<file path="src/rtl/uart_arb_pkg.sv">
// Shared types and ASCII constants for the UART transmit arbiter.
package uart_arb_pkg;

    typedef enum logic [1:0] {
        ARB_IDLE,
        ARB_TAG,
        ARB_SEP,
        ARB_DATA
    } arb_state_t;

    localparam logic [7:0] ASCII_ZERO      = 8'h30;
    localparam logic [7:0] ASCII_ALPHA_OFS = 8'h37;
    localparam logic [7:0] ASCII_COLON     = 8'h3A;

    // Hex digit for a requester id: 0-9 then A-F.
    function automatic logic [7:0] id_to_ascii(input logic [3:0] id);
        return (id < 4'd10) ? ASCII_ZERO + {4'b0000, id} : ASCII_ALPHA_OFS + {4'b0000, id};
    endfunction

endpackage

</file>
<file path="src/rtl/rr_priority_picker.sv">
// Combinational round-robin search: first set bit of req starting at ptr, wrapping.
module rr_priority_picker #(
    parameter int unsigned NUM_REQ = 2,
    parameter int unsigned IDX_W   = 1
) (
    input  logic [NUM_REQ-1:0] req,
    input  logic [IDX_W-1:0]   ptr,
    output logic [IDX_W-1:0]   idx,
    output logic               found
);

    always_comb begin
        idx   = '0;
        found = 1'b0;
        for (int unsigned k = 0; k < NUM_REQ; k++) begin
            if (!found && req[(32'(ptr) + k) % NUM_REQ]) begin
                found = 1'b1;
                idx   = IDX_W'((32'(ptr) + k) % NUM_REQ);
            end
        end
    end

endmodule

</file>
<file path="src/rtl/uart_tx_arbiter.sv">
// Round-robin, packet-locked arbiter sharing one UART transmitter between NUM_REQ
// byte streams, optionally prefixing each packet with "<id>:".
module uart_tx_arbiter
    import uart_arb_pkg::*;
#(
    parameter int unsigned NUM_REQ = 2,
    parameter bit          TAG_EN  = 1'b1,
    localparam int unsigned IDX_W  = (NUM_REQ > 1) ? $clog2(NUM_REQ) : 1
) (
    input  logic                 clk,
    input  logic                 rst,
    input  logic [NUM_REQ-1:0]   req_tvalid,
    input  logic [NUM_REQ*8-1:0] req_tdata,
    input  logic [NUM_REQ-1:0]   req_tlast,
    output logic [NUM_REQ-1:0]   req_tready,
    output logic                 tvalid,
    output logic [7:0]           tdata,
    input  logic                 tready,
    output logic                 grant_valid,
    output logic [IDX_W-1:0]     grant_idx
);

    arb_state_t       state_q, state_d;
    logic [IDX_W-1:0] grant_q, grant_d;
    logic [IDX_W-1:0] ptr_q, ptr_d;
    logic             gv_q, gv_d;
    logic             tvalid_q, tvalid_d;
    logic [7:0]       tdata_q, tdata_d;

    logic [IDX_W-1:0] pick_idx;
    logic             pick_found;
    logic             load_ok;
    logic             sel_valid, sel_last;
    logic [7:0]       sel_data;

    rr_priority_picker #(
        .NUM_REQ (NUM_REQ),
        .IDX_W   (IDX_W)
    ) u_picker (
        .req   (req_tvalid),
        .ptr   (ptr_q),
        .idx   (pick_idx),
        .found (pick_found)
    );

    // Output register can take a byte when empty or draining this cycle.
    assign load_ok = !tvalid_q || tready;

    always_comb begin
        sel_valid = 1'b0;
        sel_last  = 1'b0;
        sel_data  = '0;
        for (int unsigned i = 0; i < NUM_REQ; i++) begin
            if (grant_q == IDX_W'(i)) begin
                sel_valid = req_tvalid[i];
                sel_last  = req_tlast[i];
                sel_data  = req_tdata[8*i +: 8];
            end
        end
    end

    always_comb begin
        state_d    = state_q;
        grant_d    = grant_q;
        ptr_d      = ptr_q;
        gv_d       = gv_q;
        tvalid_d   = tvalid_q && !tready;
        tdata_d    = tdata_q;
        req_tready = '0;
        unique case (state_q)
            ARB_IDLE: begin
                if (pick_found) begin
                    grant_d = pick_idx;
                    gv_d    = 1'b1;
                    state_d = TAG_EN ? ARB_TAG : ARB_DATA;
                end
            end
            ARB_TAG: begin
                if (load_ok) begin
                    tvalid_d = 1'b1;
                    tdata_d  = id_to_ascii(4'(grant_q));
                    state_d  = ARB_SEP;
                end
            end
            ARB_SEP: begin
                if (load_ok) begin
                    tvalid_d = 1'b1;
                    tdata_d  = ASCII_COLON;
                    state_d  = ARB_DATA;
                end
            end
            ARB_DATA: begin
                for (int unsigned i = 0; i < NUM_REQ; i++) begin
                    if (grant_q == IDX_W'(i)) begin
                        req_tready[i] = load_ok;
                    end
                end
                if (sel_valid && load_ok) begin
                    tvalid_d = 1'b1;
                    tdata_d  = sel_data;
                    if (sel_last) begin
                        ptr_d   = (grant_q == IDX_W'(NUM_REQ - 1)) ? '0 : grant_q + IDX_W'(1);
                        gv_d    = 1'b0;
                        state_d = ARB_IDLE;
                    end
                end
            end
            default: state_d = ARB_IDLE;
        endcase
    end

    always_ff @(posedge clk) begin
        if (rst) begin
            state_q  <= ARB_IDLE;
            grant_q  <= '0;
            ptr_q    <= '0;
            gv_q     <= 1'b0;
            tvalid_q <= 1'b0;
            tdata_q  <= '0;
        end else begin
            state_q  <= state_d;
            grant_q  <= grant_d;
            ptr_q    <= ptr_d;
            gv_q     <= gv_d;
            tvalid_q <= tvalid_d;
            tdata_q  <= tdata_d;
        end
    end

    assign tvalid      = tvalid_q;
    assign tdata       = tdata_q;
    assign grant_valid = gv_q;
    assign grant_idx   = grant_q;

endmodule
</file>
<file path="config.mk">
export PLATFORM = sky130hd
export DESIGN_NAME = uart_tx_arbiter
export DESIGN_NICKNAME = d
export VERILOG_FILES = /design/src/rtl/uart_arb_pkg.sv /design/src/rtl/rr_priority_picker.sv /design/src/rtl/uart_tx_arbiter.sv
export SDC_FILE = /design/constraint.sdc
export NUM_CORES = 1
export LEC_CHECK = 0
export ABC_AREA = 1
export CORE_ASPECT_RATIO = 1.1
export CORE_MARGIN = 3
export CORE_UTILIZATION = 46
export CTS_CLUSTER_DIAMETER = 60
export CTS_CLUSTER_SIZE = 16
export DETAILED_ROUTE_END_ITERATION = 8
export PLACE_DENSITY = 0.84
export SETUP_SLACK_MARGIN = 0.15
export SLEW_MARGIN = 20
export SYNTH_ARGS = -nofsm -noshare
export SYNTH_HDL_FRONTEND = slang
export SYNTH_SLANG_ARGS = --single-unit
</file>
<file path="constraint.sdc">
create_clock -name clk -period 2.57 [get_ports clk]
set_input_delay 0.3855 -clock clk [delete_from_list [all_inputs] [get_ports clk]]
set_output_delay 0.3855 -clock clk [all_outputs]
set_load 0.03 [all_outputs]
</file>
# After elaboration in Yosys (flattened, before gate mapping)
# Index checks and enable logic that the tools add are counted.
totals:
  out_inout_bits: 13
  register_bits: 14
  elab_cells: 67
  input_bits: 23
op_classes:
  n_eq_ne: 8
  n_reduce_logical: 16
  muxes: 32
  order_cmp: 2
  addsub: 3
ops:
  columns: ["cell", "n"]
  rows:
  - ["$mux 8", 4]
  - ["$pmux 8 s3", 1]
  - ["$mux 1", 18]
  - ["$mux 2", 6]
  - ["$ne 2x2->1 const B", 5]
  - ["$pmux 2 s4", 1]
  - ["$reduce_and 4->1", 2]
  - ["$add 6x1->7 const A", 1]
  - ["$reduce_and 5->1", 1]
  - ["$eq 2x2->1 const B", 2]
  - ["$lt 1x2->1 const B", 2]
  - ["$pmux 1 s2", 2]
  - ["$logic_and 1x1->1", 3]
  - ["$logic_not 1->1", 3]
  - ["$reduce_and 3->1", 1]
  - ["$reduce_bool 3->1", 1]
  - ["$add 1x1->1 const B", 2]
  - ["$eq 2x1->1 const B", 1]
  - ["$logic_not 2->1", 1]
  - ["$reduce_and 2->1", 1]
  - ["$reduce_bool 2->1", 1]
  - ["$reduce_or 2->1", 1]
  - ["$logic_or 1x1->1", 1]

# Longest topological paths before layout
# Gate-level depths: netlist (run 1).
logic_depth:
  depth_word: 8
  mapped_depth: 10

# By module
# From an unflattened synthesis (run 1), not the netlist that was laid out.
hier_totals:
  cells_unflattened: 150
  hier_area_um2: 922.1
by_module_without_submodules:
  columns: ["module", "n_inst", "area_each_um2", "cells_per_inst", "seq_area_each_um2"]
  rows:
  - ["uart_tx_arbiter", 1, 903.4, 146, 280.3]
  - ["rr_priority_picker", 1, 18.8, 4, 0.0]

# Least setup slack after synthesis (run 1)
# OpenSTA, ideal clock, no wires.
synth_timing:
  path_type: "reg-to-output"
  from: "register grant_q (netlist: grant_idx)"
  to: "output req_tready[1]"
  slack_ps: 702
  t_required_ps: 2184
  path_buffers: 1
  stages_incl_launch_ff: 4
  arrival_time_ps: 1482
  path_cell_list: "dfxtp_1 inv_2 buf_4 nor3_1"
synth_via:
  elab_chain_cells: 2
synth_rtl:
  columns: ["item", "line_no", "text"]
  rows:
  - ["start: declaration", "uart_tx_arbiter.sv:24", "logic [IDX_W-1:0] grant_q, grant_d;"]
  - ["start signal: assignment", "uart_tx_arbiter.sv:122", "grant_q <= grant_d;"]
  - ["$mux 1", "uart_tx_arbiter.sv:94", "if (grant_q == IDX_W'(i)) begin"]
  - ["$mux 2", "uart_tx_arbiter.sv:70", "unique case (state_q)"]
  - ["end: declaration", "uart_tx_arbiter.sv:15", "output logic [NUM_REQ-1:0] req_tready,"]
# Every way passes these cells.

# Worst setup path after layout (run 1)
layout_timing:
  from: "register state_q[0]"
  to: "output req_tready[1]"
layout_via:
  elab_chain_cells: 2
layout_rtl:
  columns: ["item", "line_no", "text"]
  rows:
  - ["start: declaration", "uart_tx_arbiter.sv:23", "arb_state_t state_q, state_d;"]
  - ["start signal: assignment", "uart_tx_arbiter.sv:121", "state_q <= state_d;"]
  - ["$eq 2x2->1", "uart_tx_arbiter.sv:70", null]
  - ["$mux 2", "uart_tx_arbiter.sv:70", null]
# Every way passes these cells.

==> results.txt, run 1 <==
status = completed
Synth area leader = dfxtp_1
Final GP Congestion = 0.801
Synthesis Warnings = 0
Clock Tree Buf Depth = 2
Required @ worst endpoint = 2.18 ns
CP Data Arrival Time = 1.58 ns
DR iter-0 viols = 31
Vert. Die Dim = 53.0 um
Post-CTS Hold Buffers = 0
Global Route Usage Sum = 20.8%
pre-CTS setup slack = 0.304 ns
Post-synth top cells = nand2_1, nor2_1, inv_1
setup repair bufs after CTS = 0
Starting Density = 50.1%
root buffer cell = clkbuf_4
Die X = 48.7 um
Post-Route WL = 2370 um
total global routing overflow = 0
sequential-to-total area share from yosys stat = 30.4%
CP Max Fanout = 5
top cells by area, synth = dfxtp_1, nand2_1, nor2_1
Slew headroom = 75.1%
io pins = 36
CTS Buf Count = 3
hpwl dp = 1830 um
area share of the largest cell type after synthesis = 30.4%
final setup violation count = 0
Final period util = 76.5%
synth unique cells = 20
CTS H-tree depth = 1
ys flop type = dfxtp_1
Vias/cell = 4.98
worst setup margin = 0.603 ns
P_leak = 0.638 nW
Post-synth EDFFs = 0
Post-synth ARST share = 0%
setup TNS = 0 ns
Hold Path Class = reg -> reg
CTS Sinks = 14
first-pass GRT wire length = 4190 um
minimum clock period = 1.97 ns
Slew @ Worst Pin = 0.373 ns
Reg2Reg Depth = 8
Hold Path Stages = 2
Slew Limit Fails = 0
startpoint types = flop
die area = 2580 um2
Synth Instances = 148
via count = 1046
Final Hold Violating Endpoints = 0
Post-Syn Nets = 176
placeable core area = 1840 um2
initial antenna violation count = 0
Clock Skew = 0.000923 ns
# rows = 16
Remaining DRCs = 0
Worst-path clk slew = 0.08 ns
max-cap violation count = 0
antenna cells = 0
vias in the first global route = 990
Synth Register Bits = 14
routed len/inst = 11.3 um
PwrDens = 985 nW/um2
Final #Nets = 213
post-CTS sizing = 0
port bufs = 35
Post-Syn Area = 922 um2
CP Capture Type = output pin
syn avg cell area = 6.23 um2
RSZ-0062 raised after global routing = no
Pre-Repair DR Iteration Count = 4
kind of critical path = reg -> out
worst vdd ir = 0.667 mV
TritonCTS clock tree = done
Area Growth Syn to Fin = 42.3%
largest net degree at the start of global routing = 16
most common cell in the netlist = nand2_1
layout filler cell count = 167
Worst-Skew Late Latency = 0.28 ns
achievable frequency = 508 MHz
share of cells above drive strength 1 = 6.56%
post-route ant nets = 0
==> sequential cells by signal (all words and copies together) (netlist names) <==
signal       cells
tdata            8
grant_valid      1
state_q          2
tvalid           1
grant_idx        1
ptr_q            1
==> power by group <==
| part | switching, mW | total (mW) | internal [mW] |
|---|---|---|---|
| sequential | 0.0528 | 0.356 | 0.303 |
| clock | 0.0698 | 0.124 | 0.0544 |
| combinational | 0.498 | 0.813 | 0.315 |
| total | 0.621 | 1.29 | 0.673 |
==> through the flow <==
step                instances  hold slack, ns  instance area, um2  util [%]  total power [mW]
floorplan                 148           0.448                 922         -             0.933
global placement          207           0.461                1280      69.8              1.15
detailed placement        207           0.471                1280      69.8              1.17
CTS                       210           0.488                1310      71.0              1.30
global route              210           0.506                1310      71.3              1.42
finish                    210           0.480                1310      71.3              1.29
==> routing by layer <==
metal | up-vias | track usage [%] | share of wire, %
met2 | 34 | 39.6 | 50
li1 | 539 | - | -
met4 | 0 | 8.53 | 1.5
met1 | 468 | 22.7 | 43
met5 | - | 0 | 0
met3 | 5 | 4.23 | 5.1
==> cells in the final DEF, fill, tap and decap left out, types with 5 or more instances in the layout <==
cell type	n
o21ai_0	14
a21oi_1	9
nand2_1	35
nand3_1	5
dfxtp_1	14
inv_1	19
ha_1	5
clkdlybuf4s50_1	33
nor2_1	28
==> path summary, 6_finish.rpt <==
path | startpoint | to | slack (ns)
setup / recovery | state_q[0]$_SDFFE_PP0P_ | req_tready[1] | 0.60
hold / removal | grant_valid$_SDFFE_PP0P_ | grant_valid$_SDFFE_PP0P_ | 0.48
setup reg to reg | state_q[0]$_SDFFE_PP0P_ | tdata[5]$_SDFFE_PP0P_ | 0.97
hold reg to reg | grant_valid$_SDFFE_PP0P_ | grant_valid$_SDFFE_PP0P_ | 0.48
==> logic make-up (layout without fill, tap and decap cells) <==
family          Yosys count  in the layout  share of synthesized area [%]
simple gates             78             78                           36.5
flops                    14             14                           30.4
fa+ha+maj                 5              5                           6.78
compound gates           25             25                           14.2
buf+inv                  26             61                           12.1
==> worst max-delay path: stages, from the launching register on <==
cell and delay (ns):
dfxtp_1 0.41, ha_1 0.29, inv_1 0.12, nor3_1 0.17, dlymetal6s2s_1 0.31
==> layout make-up <==
cell class	instances	area, um2	share of cell area, %
clock buffers	3	22.5	1.72
flip-flops and latches	14	280	21.4
repair buffers	36	363	27.6
well taps	27	33.8	2.57
inverters	22	82.6	6.29
multi-input cells	108	531	40.4
(Power assumes the default switching activity.)
==> run 2, diff against run 1 <==
- CORE_UTILIZATION: 46 -> 38
- PLACE_DENSITY: 0.84 -> 0.74
- clock period: 2.57 -> 1.8 ns (I/O delays scaled with it)
==> run 2 against run 1 <==
Global-route usage decreased by 2.6 points. Wire length increased by 9.0%. Critical path depth unchanged. Count of clock-buffer cells in the layout increased by 1. Worst setup slack got worse by 0.39 ns. Worst hold slack about the same. Sequential cell count unchanged. Register-to-register slack got worse by 0.64 ns. Via count increased by 0.96%. Die area increased by 18%. Largest cell class unchanged. Largest power group unchanged.
==> results.txt, run 2 (synthesis gave the netlist of run 1 again) <==
Hold Path Class = reg -> reg
antenna cells = 0 (unchanged)
Clock Skew = 0.00318 ns (+0.00226 ns)
DP Area = 1300 um2 (+0.88%)
R2R setup slack = 0.33 ns (-0.64 ns)
PwrDens = 1440 nW/um2 (+46%)
setup TNS = 0 ns (unchanged)
Required @ worst endpoint = 1.53 ns (-0.65 ns)
Slew Limit Fails = 0 (unchanged)
cell family with most CP delay = buffers and inverters
Vias/cell = 4.89 (-1.8%)
Global Route Usage Sum = 18.2% (-2.6 points)
Worst-path clk slew = 0.09 ns (about the same)
Worst-Skew Late Latency = 0.28 ns (about the same)
Slew @ Worst Pin = 0.370 ns (-0.00349 ns)
via count = 1056 (+0.96%)
Non-Filler Instances = 216 (+2.9%)
most frequent cells in the layout = nand2_1, clkdlybuf4s50_1, nor2_1
Final GP Congestion = 0.786 (-2.0%)
vias in the first global route = 971 (-1.9%)
achievable frequency = 631 MHz
status = completed
Final #Nets = 215 (+0.94%)
max-cap violation count = 0 (unchanged)
DR iter-0 viols = 37 (+19%)
worst vdd ir = 0.817 mV (+22%)
commonest non-fill, non-tap cell in the layout = nand2_1
share of cells above drive strength 1 = 12.4% (+5.8 points)
max reg flops = 8 (unchanged)
CP Data Arrival Time = 1.31 ns (-0.27 ns)
initial antenna violation count = 0 (unchanged)
routed len/inst = 11.9 um (+5.9%)
Final Core Density = 60.3% (-11 points)
largest net degree at the start of global routing = 16 (unchanged)
post-route ant nets = 0 (unchanged)
Vert. Die Dim = 57.7 um (+8.9%)
worst min-delay path startpoint = tdata[7]$_SDFFE_PP0P_
Die X = 53.0 um (+8.8%)
Starting Density = 40.5% (-9.5 points)
P_leak = 0.641 nW (+0.61%)
Hold Path Stages = 2 (unchanged)
Final period util = 88.1%
RSZ-0062 raised after global routing = yes
root buffer cell = clkbuf_4
final setup violation count = 0 (unchanged)
port bufs = 35 (unchanged)
startpoint types = flop
Pre-Repair DR Iteration Count = 4 (unchanged)
CTS H-tree depth = 1 (unchanged)
minimum clock period = 1.58 ns
Remaining DRCs = 0 (unchanged)
RR Endpoint = tdata[6]$_SDFFE_PP0P_
Reg2Reg Depth = 8 (unchanged)
Post-CTS Hold Buffers = 0 (unchanged)
CTS Sinks = 14 (unchanged)
Final Hold Violating Endpoints = 0 (unchanged)
CP Max Fanout = 11 (+6)
Post-Route WL = 2580 um (+9.0%)
CTS Buf Count = 3 (unchanged)
Slew headroom = 75.4% (+0.23 points)
first-pass GRT wire length = 4240 um (+1.3%)
CP Capture Type = output pin
post-route design area = 1370 um2 (+4.6%)
TritonCTS clock tree = done
critical path, cell by cell = buf_6 -> inv_2 -> nor3_2 -> buf_4
io pins = 36 (unchanged)
r2r startpoint = state_q[0]$_SDFFE_PP0P_
# rows = 18 (+2)
total global routing overflow = 0 (unchanged)
die area = 3050 um2 (+18%)
placed cells = 211 (+1.9%)
hold path endpoint = tdata[7]$_SDFFE_PP0P_
Clock Tree Buf Depth = 2 (unchanged)
CP max-delay cell = dfxtp_1
kind of critical path = reg -> out
CP max stage delay = 0.39 ns (-0.02 ns)
CP Buf/Inv Count = 3 (+1)
Area Growth Syn to Fin = 48.8%
placeable core area = 2270 um2 (+24%)
hpwl dp = 1860 um (+1.4%)
-- run 2: per-layer routing --
layer | track usage (%) | up-vias | wire length, um
met4 | 5.47 | 0 | 25
met1 | 23.0 | 476 | 1060
met2 | 31.6 | 36 | 1320
met3 | 2.57 | 4 | 171
met5 | 0 | - | 0
li1 | - | 540 | -
-- run 2: worst max-delay path by stage --
| stage | from | to | slack, ns | cells after the start |
|---|---|---|---|---|
| 6_report | grant_idx$_SDFFE_PP0P_ | req_tready[1] | 0.22 | 4 |
| 5_1_grt | state_q[0]$_SDFFE_PP0P_ | req_tready[0] | 0.13 | 4 |
| 4_1_cts | state_q[1]$_SDFFE_PP0P_ | req_tready[0] | 0.16 | 4 |
| 2_1_floorplan | state_q[0]$_SDFFE_PP0P_ | req_tready[0] | 0.16 | 3 |
| 3_5_place_dp | req_tvalid[1] | tdata[6]$_SDFFE_PP0P_ | 0.16 | 8 |
| 3_3_place_gp | req_tvalid[1] | tdata[2]$_SDFFE_PP0P_ | 0.23 | 8 |
-- run 2: cell type report --
class	count	area, um2
flip-flops and latches	14	288
fillers	193	902
clock buffers	4	36.3
well taps	30	37.5
inverters	22	82.6
multi-input cells	109	562
repair buffers	37	367
-- run 2: where the power goes --
part | leakage [nW] | switching (mW) | internal [mW] | total (mW)
Sequential | 0.117 | 0.0894 | 0.445 | 0.534
Combinational | 0.504 | 0.736 | 0.471 | 1.21
Clock | 0.0210 | 0.108 | 0.123 | 0.231
Total | 0.641 | 0.934 | 1.04 | 1.97
-- run 2: worst reg2reg max path, cell delays in order, from the launching register on --
cell and delay [ns]:
dfxtp_4 0.39, inv_1 0.06, ha_1 0.27, nor2_1 0.13
nor2_1 0.07, inv_2 0.11, nand3_4 0.13, a21oi_1 0.16
nor2_1 0.06
-- run 2: through the flow --
step / worst slack [ns] / hold WS (ns) / power (mW)
floorplan: 0.155 / 0.332 / 1.33
global placement: 0.233 / 0.462 / 1.65
detailed placement: 0.164 / 0.461 / 1.68
CTS: 0.160 / 0.480 / 1.93
global route: 0.130 / 0.526 / 2.14
finish: 0.215 / 0.480 / 1.97
-- run 2: what timing repair did --
action                                  in CTS  in global routing
endpoints found under the setup margin       2                 12
endpoints found under the hold margin        0                  0
cloned                                       0                  1
setup buffers                                0                  0
pin swaps                                    0                  1
resized for setup                            3                  7
